### src/rtl/uart_config_sequencer.sv
// Run-time UART line-settings sequencer: validate, quiesce TX/RX, load the
// config register, let the baud generator resync, then report.
module uart_config_sequencer #(
  parameter int TIMEOUT_CYCLES = 1048576,
  parameter int SETTLE_CYCLES  = 16
) (
  input  logic       clk,
  input  logic       rst,
  input  logic       cfg_req,
  input  logic [3:0] cfg_baud_rate,
  input  logic [1:0] cfg_data_size,
  input  logic       cfg_parity_bit,
  input  logic       cfg_stop_bits,
  output logic       cfg_busy,
  output logic       cfg_done,
  output logic [1:0] cfg_err,
  input  logic       tx_busy,
  input  logic       rx_busy,
  output logic       hold,
  output logic       load_register,
  output logic [3:0] baud_rate,
  output logic [1:0] data_size,
  output logic       parity_bit,
  output logic       stop_bits,
  output logic       baud_resync
);
  localparam int DW = $clog2(TIMEOUT_CYCLES + 1);
  localparam int SW = $clog2(SETTLE_CYCLES + 1);
  localparam logic [DW-1:0] DRAIN_MAX   = DW'(TIMEOUT_CYCLES);
  localparam logic [SW-1:0] SETTLE_LAST = SW'(SETTLE_CYCLES - 1);

  typedef enum logic [2:0] {
    S_IDLE, S_CHECK, S_DRAIN, S_LOAD, S_SETTLE, S_RESP
  } state_e;

  state_e          state_q, state_d;
  logic [DW-1:0]   drain_cnt_q, drain_cnt_d;
  logic [SW-1:0]   settle_cnt_q, settle_cnt_d;
  logic [1:0]      err_q, err_d;
  logic [3:0]      baud_q, baud_d;
  logic [1:0]      size_q, size_d;
  logic            par_q, par_d;
  logic            stop_q, stop_d;
  logic            busy_q, busy_d;
  logic            done_q, done_d;
  logic            hold_q, hold_d;
  logic            load_q, load_d;

  always_comb begin
    state_d      = state_q;
    drain_cnt_d  = drain_cnt_q;
    settle_cnt_d = settle_cnt_q;
    err_d        = err_q;
    baud_d       = baud_q;
    size_d       = size_q;
    par_d        = par_q;
    stop_d       = stop_q;
    unique case (state_q)
      S_IDLE: if (cfg_req) begin
        baud_d  = cfg_baud_rate;
        size_d  = cfg_data_size;
        par_d   = cfg_parity_bit;
        stop_d  = cfg_stop_bits;
        err_d   = 2'b00;
        state_d = S_CHECK;
      end
      S_CHECK: begin
        drain_cnt_d = '0;
        if (baud_q > 4'd8) begin
          err_d   = 2'b01;
          state_d = S_RESP;
        end else begin
          state_d = S_DRAIN;
        end
      end
      // Link idle wins over timeout when both happen in the same cycle.
      S_DRAIN: begin
        if (!tx_busy && !rx_busy) begin
          state_d = S_LOAD;
        end else if (drain_cnt_q == DRAIN_MAX) begin
          err_d   = 2'b10;
          state_d = S_RESP;
        end else begin
          drain_cnt_d = drain_cnt_q + 1'b1;
        end
      end
      S_LOAD: begin
        settle_cnt_d = '0;
        state_d      = S_SETTLE;
      end
      S_SETTLE: begin
        if (settle_cnt_q == SETTLE_LAST) state_d = S_RESP;
        else settle_cnt_d = settle_cnt_q + 1'b1;
      end
      S_RESP:  state_d = S_IDLE;
      default: state_d = S_IDLE;
    endcase

    // Outputs are registered copies of the next-state decode, so they line up with the state.
    busy_d = (state_d != S_IDLE);
    hold_d = (state_d == S_DRAIN) || (state_d == S_LOAD) || (state_d == S_SETTLE);
    load_d = (state_d == S_LOAD);
    done_d = (state_d == S_RESP);
  end

  always_ff @(posedge clk or posedge rst) begin
    if (rst) begin
      state_q      <= S_IDLE;
      drain_cnt_q  <= '0;
      settle_cnt_q <= '0;
      err_q        <= '0;
      baud_q       <= '0;
      size_q       <= '0;
      par_q        <= 1'b0;
      stop_q       <= 1'b0;
      busy_q       <= 1'b0;
      done_q       <= 1'b0;
      hold_q       <= 1'b0;
      load_q       <= 1'b0;
    end else begin
      state_q      <= state_d;
      drain_cnt_q  <= drain_cnt_d;
      settle_cnt_q <= settle_cnt_d;
      err_q        <= err_d;
      baud_q       <= baud_d;
      size_q       <= size_d;
      par_q        <= par_d;
      stop_q       <= stop_d;
      busy_q       <= busy_d;
      done_q       <= done_d;
      hold_q       <= hold_d;
      load_q       <= load_d;
    end
  end

  assign cfg_busy      = busy_q;
  assign cfg_done      = done_q;
  assign cfg_err       = err_q;
  assign hold          = hold_q;
  assign load_register = load_q;
  assign baud_resync   = load_q;
  assign baud_rate     = baud_q;
  assign data_size     = size_q;
  assign parity_bit    = par_q;
  assign stop_bits     = stop_q;
endmodule

### config.mk
export PLATFORM = sky130hd
export DESIGN_NAME = uart_config_sequencer
export DESIGN_NICKNAME = d
export VERILOG_FILES = /design/src/rtl/uart_config_sequencer.sv
export SDC_FILE = /design/constraint.sdc
export NUM_CORES = 1
export LEC_CHECK = 0
export BUFFER_PORTS_ARGS = -buffer_cell sky130_fd_sc_hd__buf_2
export CAP_MARGIN = 0
export CORE_MARGIN = 5
export CORE_UTILIZATION = 35
export DETAILED_ROUTE_END_ITERATION = 8
export PLACE_DENSITY = 0.6
export SYNTH_ARGS = -nofsm -noshare
export SYNTH_HDL_FRONTEND = slang
export SYNTH_SLANG_ARGS = --single-unit
### constraint.sdc
create_clock -name clk -period 1.9 [get_ports clk]
set_input_delay 0.285 -clock clk [delete_from_list [all_inputs] [get_ports clk]]
set_output_delay 0.285 -clock clk [all_outputs]
set_load 0.005 [all_outputs]
==> flow_metrics.env <==
export IMPL_run_status="finished, violations left"
export IMPL_violations="negative setup slack"
export IMPL_worst_r2r_cell_count=5
export IMPL_grt_total_usage=0.130
export IMPL_gp_routability_congestion=0.825
export IMPL_m1WireLength_mm=2.60
export IMPL_gate_family_responsible_for_the_most_delay_along_the_worst_path="simple AND/OR/NAND/NOR gates"
export IMPL_final_hold_viol_count=0
export IMPL_finalWirelength_mm=5.36
export IMPL_remaining_drc_errors=0
export IMPL_wl_met2_mm=2.46
export IMPL_crit_slowest_cell="sky130_fd_sc_hd__or4_4"
export IMPL_final_max_slew_violation_count=0
export IMPL_clk_insertion_delay_late_ns=0.30
export IMPL_kind_of_path_behind_the_tightest_hold_check="in2reg"
export IMPL_critical_path_cell_count=5
export IMPL_tightestPinTransition_ns=0.545
export IMPL_synth_top_area_frac=0.466
export IMPL_route_top_layer_used="met4"
export IMPL_synthesis_instances=221
export IMPL_dp_worst_setup_slack_ns=-0.0436
export IMPL_detailroute_via_count=1880
export IMPL_cellPowerDensity_mw_per_mm2=1140
export IMPL_leakage_power_summed_over_all_cells_nw=1.31
export IMPL_setup_viol_count_final=3
export IMPL_dr_pass1_iters=4
export IMPL_yosys_cell_types_count=57
export IMPL_synth_yosys_seq_area_share=0.466
export IMPL_core_rowCount=29
export IMPL_met3WireLength_um=228
export IMPL_clock_skew_ns=0.00589
export IMPL_grt_pass1_wl_mm=8.90
export IMPL_max_freq_ghz=0.506
export IMPL_max_clock_path_buffers=2
export IMPL_timing_final_ws_setup_ns=-0.0757
export IMPL_worstPathMaxFanout=5
export IMPL_relSlewSlack=0.635
export IMPL_postRouteAntennaNets=0
export IMPL_dieHeight_um=91.2
export IMPL_viasPerCell=5.27
export IMPL_placed_cells=339
export IMPL_post_synth_instance_area_mm2=0.00231
export IMPL_cts_sink_count=43
export IMPL_clock_tree_from_tritoncts="yes"
export IMPL_fin_crit_sh=1.04
export IMPL_cap_viol_max_count=0
export IMPL_cpPeakStageDelay_ns=0.57
export IMPL_required_time_of_the_critical_path_ns=2.09
export IMPL_globalRoute_totalOverflow=0
export IMPL_worstSetupPathType="reg2reg"
export IMPL_finalSetupTns_ns=-0.126
export IMPL_grt_antenna_before_repair=0
export IMPL_clk_pin_slew_worst_paths_ns=0.09
export IMPL_area_enclosed_by_the_die_boundary_mm2=0.00832
export IMPL_setup_crit_start_kind="flop"
export IMPL_post_synth_cell_area_avg_um2=10.5
export IMPL_final_nets=296
export IMPL_cp_data_arrival_time_ns=2.16
export IMPL_ir_worst_vdd_mv=0.818
export IMPL_initial_utilization=0.362
export IMPL_die_x_um=91.2
export IMPL_layout_cell_share_with_drive_strength_beyond_1=0.382
export IMPL_synthToLayoutAreaGrowth_pct=28.8
export IMPL_reg2reg_setup_slack_ns=-0.08
export IMPL_synth_edf_count=0
export IMPL_netlist_top_cell_by_area="sky130_fd_sc_hd__dfrtp_1"
export IMPL_hold_depth=2
export IMPL_n_fill_cell=581
export IMPL_detailedRoute_firstIterationViolations=95
export IMPL_wl_per_cell_um=15.0
export IMPL_cts_htree_levels=2
export IMPL_cts_buffers_inserted=5
export IMPL_dp_hpwl_mm=3.70
export IMPL_postSynthNetCount=238
export IMPL_port_buffers=27
export IMPL_layout_cells_non_filler=357
export IMPL_clockRootBuffer="sky130_fd_sc_hd__clkbuf_8"
export IMPL_ys_ff_latch=43
export IMPL_crit_path_cell_trace="nand4_4, or4_4, nor4_4, a31oi_1, a41o_1"
export IMPL_rsz0062_at_grt="yes"
export IMPL_design_core_area_mm2=0.00639
export IMPL_io_pins=28
export IMPL_antennaDiodeCount=0
export IMPL_synthArstFlopShare=1.00
export IMPL_worstPathBufferInverterCount=0
export IMPL_worstSetupEndpointType="flop"
export IMPL_fin_crit_ns=1.98
export IMPL_synth_area_top_cells="sky130_fd_sc_hd__dfrtp_1 47%, sky130_fd_sc_hd__xnor2_1 6.1%, sky130_fd_sc_hd__nor2_1 5.0%"
export IMPL_ys_flop_type="sky130_fd_sc_hd__dfrtp_1"
export IMPL_largest_net_degree_at_the_start_of_global_routing=44
export IMPL_vias_in_the_first_global_route=1842
export IMPL_synth_yosys_warnings=0
-- layer usage --
| layer | up-vias | global-route usage |
|---|---|---|
| met2 | 48 | 0.201 |
| met1 | 899 | 0.178 |
| met5 | - | 0 |
| met3 | 6 | 0.0298 |
| met4 | 0 | 0.0440 |
| li1 | 927 | - |
-- Yosys cell counts, types with 5 or more instances --
cell                       count
sky130_fd_sc_hd__nor3_1        5
sky130_fd_sc_hd__nor4_1        9
sky130_fd_sc_hd__nand2_1       8
sky130_fd_sc_hd__xnor2_1      16
sky130_fd_sc_hd__dfrtp_1      43
sky130_fd_sc_hd__nor2_1       31
sky130_fd_sc_hd__clkbuf_1      6
sky130_fd_sc_hd__mux2_2        8
sky130_fd_sc_hd__inv_1         6
sky130_fd_sc_hd__a21oi_1      11
-- flip-flops by register name, indices dropped and copies added, names as in the netlist --
signal	count
cfg_done	1
stop_bits	1
baud_rate	4
hold	1
parity_bit	1
drain_cnt_q	21
settle_cnt_q	5
cfg_err	2
cfg_busy	1
data_size	2
state_q	3
baud_resync	1
-- path summary, 6_finish.rpt --
path                                                 start                           to
worst min register to register       stop_bits$_DFFE_PP0P_        stop_bits$_DFFE_PP0P_
worst max register to register  drain_cnt_q[8]$_DFFE_PP0P_  drain_cnt_q[17]$_DFFE_PP0P_
min in group asynchronous                              rst        stop_bits$_DFFE_PP0P_
max in group asynchronous                              rst  drain_cnt_q[11]$_DFFE_PP0P_
worst min-delay path                      cfg_baud_rate[2]     baud_rate[2]$_DFFE_PP0P_
worst max-delay path            drain_cnt_q[8]$_DFFE_PP0P_  drain_cnt_q[17]$_DFFE_PP0P_
-- worst reg2reg max path, stage by stage, from the launching register on --
cell and delay, ns:
sky130_fd_sc_hd__dfrtp_1 0.44, sky130_fd_sc_hd__nand4_4 0.10, sky130_fd_sc_hd__or4_4 0.57, sky130_fd_sc_hd__nor4_4 0.39, sky130_fd_sc_hd__a31oi_1 0.14, sky130_fd_sc_hd__a41o_1 0.24
-- layout make-up --
cell class              count  area (um^2)  share of cell area
multi-input cells         162         1270               0.426
repair buffers             61          418               0.140
flip-flops and latches     43         1080               0.362
clock inverters             3         23.8             0.00799
well taps                  77         96.3              0.0324
clock buffers               5         68.8              0.0231
inverters                   6         22.5             0.00757
-- cell families (layout without fill, tap and decap cells) --
kind of cell	Yosys count	after routing	share of synthesized area
adder cells (fa/ha/maj)	4	4	0.0217
buffers and inverters	16	75	0.0293
flip-flops	43	43	0.466
multiplexers	9	9	0.0433
XOR/XNOR	16	16	0.0607
AO/OA/AOI/OAI	37	37	0.116
AND/OR/NAND/NOR	96	96	0.263
-- report_power, final --
group	internal, mW	switching (mW)	leakage [nW]
clock	0.263	0.346	0.0408
sequential	1.15	0.156	0.562
combinational	0.700	0.794	0.709
total	2.11	1.30	1.31
-- repair_timing --
| item | CTS | global route |
|---|---|---|
| hold endpoints to repair | 1 | 0 |
| buffers inserted | 0 | 9 |
| pin swaps | 0 | 12 |
| hold buffers | 1 | 0 |
| endpoints found under the setup margin | 3 | 10 |
| resized for setup | 1 | 19 |
-- metrics by stage --
step	area, um^2	power, mW	util	hold WS [ns]
2_1_floorplan	2310	2.17	-	0.437
3_3_place_gp	2700	2.69	0.423	0.341
3_5_place_dp	2700	2.70	0.423	0.342
4_1_cts	2810	3.34	0.440	0.192
5_1_grt	2980	3.68	0.466	0.185
6_report	2980	3.41	0.466	0.209
-- cell usage in the layout (no fill, tap or decap), types with 3 or more instances in the layout --
master / n
sky130_fd_sc_hd__ha_1: 3
sky130_fd_sc_hd__o211ai_1: 3
sky130_fd_sc_hd__nand2_1: 8
sky130_fd_sc_hd__mux2_2: 8
sky130_fd_sc_hd__clkbuf_8: 5
sky130_fd_sc_hd__buf_4: 31
sky130_fd_sc_hd__nor2_1: 30
sky130_fd_sc_hd__xnor2_1: 15
sky130_fd_sc_hd__a21oi_1: 11
sky130_fd_sc_hd__nand3_1: 4
sky130_fd_sc_hd__dfrtp_1: 41
sky130_fd_sc_hd__nor4_1: 8
sky130_fd_sc_hd__nor3_1: 4
sky130_fd_sc_hd__buf_2: 27
sky130_fd_sc_hd__nor4_4: 3
sky130_fd_sc_hd__inv_1: 4
sky130_fd_sc_hd__nand4_1: 4
sky130_fd_sc_hd__nand2b_1: 3
No activity file was read; power rests on OpenSTA's default activity.
